**src/rtl/lif_pkg.sv**
```systemverilog
// Shared types and defaults for the leaky integrate-and-fire neuron stage.
package lif_pkg;

  // Neuron control states
  typedef enum logic [1:0] {
    S_IDLE   = 2'd0,
    S_INTEG  = 2'd1,
    S_REFRAC = 2'd2
  } lif_state_t;

  // Default build constants
  localparam int LIF_DW         = 8;
  localparam int LIF_VW         = 12;
  localparam int LIF_THRESH     = 1024;
  localparam int LIF_LEAK_SHIFT = 4;
  localparam int LIF_REFRAC     = 3;

  // Unsigned add clamped at lim; operands are far narrower than 32 bits,
  // so the raw sum cannot wrap before the clamp.
  function automatic int unsigned sat_add(input int unsigned a,
                                          input int unsigned b,
                                          input int unsigned lim);
    int unsigned s;
    s = a + b;
    return (s > lim) ? lim : s;
  endfunction

endpackage

```
**src/rtl/lif_leak_sat.sv**
```systemverilog
// Combinational leak-plus-input saturating accumulator for one neuron.
module lif_leak_sat import lif_pkg::*; #(
  parameter int DW         = LIF_DW,
  parameter int VW         = LIF_VW,
  parameter int LEAK_SHIFT = LIF_LEAK_SHIFT
) (
  input  logic [VW-1:0] i_vmem,
  input  logic          i_valid,
  input  logic [DW-1:0] i_data,
  output logic [VW-1:0] o_acc
);

  logic [VW-1:0] w_leaked;
  logic [DW-1:0] w_in;
  int unsigned   w_sum;

  // LEAK_SHIFT >= 1 keeps the leak strictly below vmem, so no underflow.
  assign w_leaked = i_vmem - (i_vmem >> LEAK_SHIFT);
  assign w_in     = i_valid ? i_data : '0;
  assign w_sum    = sat_add(32'(w_leaked), 32'(w_in), (32'd1 << VW) - 32'd1);
  assign o_acc    = VW'(w_sum);

endmodule

```
**src/rtl/lif_neuron_acc.sv**
```systemverilog
// Leaky integrate-and-fire neuron fed by the synaptic adder stage.
// Optional spike counter output enabled by defining LIF_SPIKE_CNT_EN.
module lif_neuron_acc import lif_pkg::*; #(
  parameter int DW         = LIF_DW,
  parameter int VW         = LIF_VW,
  parameter int THRESH     = LIF_THRESH,
  parameter int LEAK_SHIFT = LIF_LEAK_SHIFT,
  parameter int REFRAC     = LIF_REFRAC
) (
  input  logic          CK,
  input  logic          RSTB,
  input  logic          enable,
  input  logic          in_valid,
  input  logic [DW-1:0] in_data,
  output logic          in_ready,
  output logic          spike,
  output logic [VW-1:0] vmem,
  output logic          refrac_busy
`ifdef LIF_SPIKE_CNT_EN
  ,
  output logic [15:0]   spike_cnt
`endif
);

  localparam int CW = (REFRAC < 2) ? 1 : $clog2(REFRAC + 1);

  lif_state_t    r_state, w_state_nx;
  logic [VW-1:0] r_vmem, w_vmem_nx, w_acc;
  logic [CW-1:0] r_cnt, w_cnt_nx;
  logic          r_spike;
  logic          w_fire;
  logic          w_sample;

  // Samples only count while integrating; anything else is dropped.
  assign w_sample = in_valid && (r_state == S_INTEG);

  lif_leak_sat #(
    .DW(DW), .VW(VW), .LEAK_SHIFT(LEAK_SHIFT)
  ) u_leak_sat (
    .i_vmem (r_vmem),
    .i_valid(w_sample),
    .i_data (in_data),
    .o_acc  (w_acc)
  );

  assign w_fire = (r_state == S_INTEG) && (w_acc >= VW'(THRESH));

  // Next-state, next-potential and refractory countdown
  always_comb begin
    w_state_nx = r_state;
    w_vmem_nx  = r_vmem;
    w_cnt_nx   = r_cnt;
    case (r_state)
      S_IDLE: begin
        if (enable) w_state_nx = S_INTEG;
      end
      S_INTEG: begin
        if (w_fire) begin
          w_vmem_nx  = '0;
          w_cnt_nx   = CW'(REFRAC);
          w_state_nx = (REFRAC == 0) ? S_INTEG : S_REFRAC;
        end else begin
          w_vmem_nx = w_acc;
          if (!enable) w_state_nx = S_IDLE;
        end
      end
      S_REFRAC: begin
        w_vmem_nx = '0;
        w_cnt_nx  = r_cnt - CW'(1);
        // <= also rescues a counter that somehow reached 0 here
        if (r_cnt <= CW'(1)) begin
          w_cnt_nx   = '0;
          w_state_nx = enable ? S_INTEG : S_IDLE;
        end
      end
      default: w_state_nx = S_IDLE;
    endcase
  end

  // State, potential, counter and registered spike pulse
  always_ff @(posedge CK) begin
    if (!RSTB) begin
      r_state <= S_IDLE;
      r_vmem  <= '0;
      r_cnt   <= '0;
      r_spike <= 1'b0;
    end else begin
      r_state <= w_state_nx;
      r_vmem  <= w_vmem_nx;
      r_cnt   <= w_cnt_nx;
      r_spike <= w_fire;
    end
  end

  assign in_ready    = (r_state == S_INTEG);
  assign refrac_busy = (r_state == S_REFRAC);
  assign spike       = r_spike;
  assign vmem        = r_vmem;

`ifdef LIF_SPIKE_CNT_EN
  logic [15:0] r_spike_cnt;

  // Count spikes in step with the spike register, sticking at all-ones
  always_ff @(posedge CK) begin
    if (!RSTB) begin
      r_spike_cnt <= '0;
    end else if (w_fire && (r_spike_cnt != 16'hFFFF)) begin
      r_spike_cnt <= r_spike_cnt + 16'd1;
    end
  end

  assign spike_cnt = r_spike_cnt;
`endif

endmodule

```
**config.mk**
```make
export PLATFORM = sky130hd
export DESIGN_NAME = lif_neuron_acc
export DESIGN_NICKNAME = d
export VERILOG_FILES = /design/src/rtl/lif_pkg.sv /design/src/rtl/lif_leak_sat.sv /design/src/rtl/lif_neuron_acc.sv
export SDC_FILE = /design/constraint.sdc
export NUM_CORES = 1
export LEC_CHECK = 0
export CAP_MARGIN = 10
export CORE_ASPECT_RATIO = 1.2
export CORE_MARGIN = 8
export CORE_UTILIZATION = 30
export CTS_CLUSTER_DIAMETER = 150
export CTS_CLUSTER_SIZE = 20
export DETAILED_ROUTE_END_ITERATION = 16
export SYNTH_ARGS = -nofsm -noshare
export SYNTH_HDL_FRONTEND = slang
export SYNTH_HIERARCHICAL = 1
export SYNTH_SLANG_ARGS = --single-unit
```
**constraint.sdc**
```tcl
create_clock -name CK -period 5.2 [get_ports CK]
set_clock_uncertainty 0.1 [all_clocks]
set_input_delay 0.52 -clock CK [delete_from_list [all_inputs] [get_ports CK]]
set_output_delay 0.52 -clock CK [all_outputs]
set_load 0.01 [all_outputs]
```
==> results by group <==
Drt
  • ANT nets after route: 0
  • Post-DR wirelength/cell: 14.3 um
  • DRC: 0
  • DRT iter0 DRCs: 48
  • First-pass DRT Iterations: 4
  • Vias/cell: 5.08
  • Aggregate routed wire length: 4690 um
  • Vias: 1667

Synth
  • Seq/Total Area, Yosys: 18.6%
  • Syn Area/Cell: 8.30 um2
  • Yosys Warn Count: 6
  • Cell variety after synth: 50
  • Mapped cell area: 1830 um2
  • Top FF cell, synth: dfxtp_1
  • Post-synth EDFFs: 0
  • Synth Register Bits: 17
  • Post-Synthesis Cells: 221
  • Post-synth ARST share: 0%
  • Post-synth net total: 258

Floorplan
  • Area of the die: 8880 um2
  • Core area: 5970 um2
  • Initial core utilization: 30.7%
  • Die height: 102 um
  • I/O pin count: 27
  • FP Rows: 31
  • Chip width: 87.4 um

Finish
  • Area delta synth->final: 20.3%
  • Share of cells above drive strength 1: 9.76%
  • Fin nets: 284
  • ANT cells: 0

STA
  • Final clock period utilization by the worst path: 85.6%
  • Setup_tns: 0 ps
  • Fin Hold WS: 388 ps
  • Final hold violation count: 0
  • Fin crit period: 4450 ps
  • Final setup violation count: 0
  • RSZ-0062 raised after global routing: no
  • Slew HR: 53.1%
  • Measured slew at the worst slew-check pin: 702 ps
  • Max Slew Vio Count: 0
  • FMAX: 225 MHz

Place
  • Hpwl dp: 3740 um
  • Port Buffers: 26
  • GP Congestion: 0.778

CTS
  • Clock Path Buffers: 2
  • Gates resized, CTS repair: 0
  • Post-CTS Hold Buffers: 0
  • CTS tree: yes
  • Root Driver: clkbuf_8
  • CTS clk-pin slew, worst paths: 60 ps
  • CTS sink count: 17
  • CTS Buf Count: 3
  • Skew-Pair Late Insertion Delay: 250 ps
  • H-tree depth: 1
  • Post-CTS setup buffers: 0

Global route
  • Largest net degree at the start of global routing: 18
  • First-pass GRT wire length: 7780 um
  • Global route overflow: 0
  • Vias in the first global route: 1681
  • Initial antenna violation count: 0
  • Global-route usage over all layers: 10.8%

Critical path
  • CP Max Fanout: 16
  • CP arrival: 4480 ps
  • Worst Setup End Kind: flop
  • Critical Path Start Type: flop
  • Worst EP required: 5220 ps
  • WS Path Type: reg -> reg

Outcome
  • Status: complete, no violations

Worst hold path
  • HP Class: reg -> reg

Job
  • Max_cap viols: 0
## kinds of logic after synthesis
logic type / synth area share [%]
xor gates and xnor gates: 6.62
and+or+nand+nor: 24.8
AOI/OAI and AO/OA: 24.1
DFF: 18.6
muxes: 2.25
adders and majority gates: 17.9
buffers and inverters: 5.87
## layout make-up
class	count	area, um2
fillers	637	3770
multi-input cells	180	1390
flip-flops and latches	17	340
repair buffers	26	260
well taps	82	103
inverters	19	71.3
clock buffers	3	41.3
clock inverters	1	5.00
## metal layers
layer	vias to the layer above	GRT usage [%]	wire, um
met2	30	18.3	2290
met5	-	0	0
li1	848	-	-
met1	785	13.0	2140
met4	0	3.18	39
met3	4	2.68	227
## final timing paths
path	start	end	slack (ps)	cells after the start
worst max-delay path	vmem[8]	r_cnt[0]	750	15
worst min-delay path	r_cnt[1]	r_cnt[1]	390	2
worst max register to register	vmem[8]	r_cnt[0]	750	15
worst min register to register	r_cnt[1]	r_cnt[1]	390	2
## cells in the final DEF, fill, tap and decap left out, types with 7 or more instances in the layout
cell and instances:
nand2_2 8, a32oi_1 10, nor2b_1 9, and2_1 13, xnor2_1 7, inv_1 17, ha_1 23, a21oi_1 10
dfxtp_1 17, a21o_1 7, nor2_1 22, clkdlybuf4s50_1 26
## state kept, by name, indices dropped and copies added (netlist names)
register,cells
spike,1
vmem,12
r_cnt,2
r_state,2
## synthesized netlist by cell type (2+ instances only)
cell type   n  share of area, %
o21a_1      2              0.82
a211oi_1    2              0.82
a31oi_1     6               2.0
buf_6       2               1.2
a21o_1      7               2.9
nor3_1      2              0.55
mux2i_1     3               1.6
a32oi_1    10               4.8
xnor2_1     7               3.3
nor3b_1     2              0.82
fa_1        2               2.2
inv_1      17               3.5
o21ai_2     4               1.9
nand3_1     2              0.55
nand2_1     6               1.2
nand2_2     8               2.7
o21ai_0     4               1.1
or3_1       2              0.68
clkinv_1    2              0.41
buf_2       2              0.55
dfxtp_1    17                19
a21oi_1    10               2.7
nor2_1     22               4.5
nor2b_1     9               3.1
and2_1     13               4.4
xor2_1      5               2.4
ha_1       23                16
nand3b_1    2              0.82
and3_1      3               1.0
nand2b_1    4               1.4
a311oi_2    2               1.6
## per-stage QoR
step	cell area, um2	utilization (%)	setup slack (ps)	instances
6_report	2210	37.0	748	328
5_1_grt	2210	37.0	397	328
4_1_cts	2210	37.0	719	328
3_5_place_dp	2160	36.2	611	324
3_3_place_gp	2160	36.2	693	324
2_1_floorplan	1830	-	1460	221
## critical path, cell delays in order, from the launching register on
cell,delay [ps]
dfxtp_1,520
inv_1,180
ha_1,380
a21o_1,210
a31oi_1,200
nand2_1,210
xor2_1,210
ha_1,330
a21o_1,180
a31oi_1,250
o21a_1,280
nand2_1,60
mux2_1,340
o21ai_2,540
a2111o_1,240
a31oi_1,80
Power is left out: the tool's default activity adds up to more than one toggle a clock period on the data nets, which glitch-free logic cannot reach.
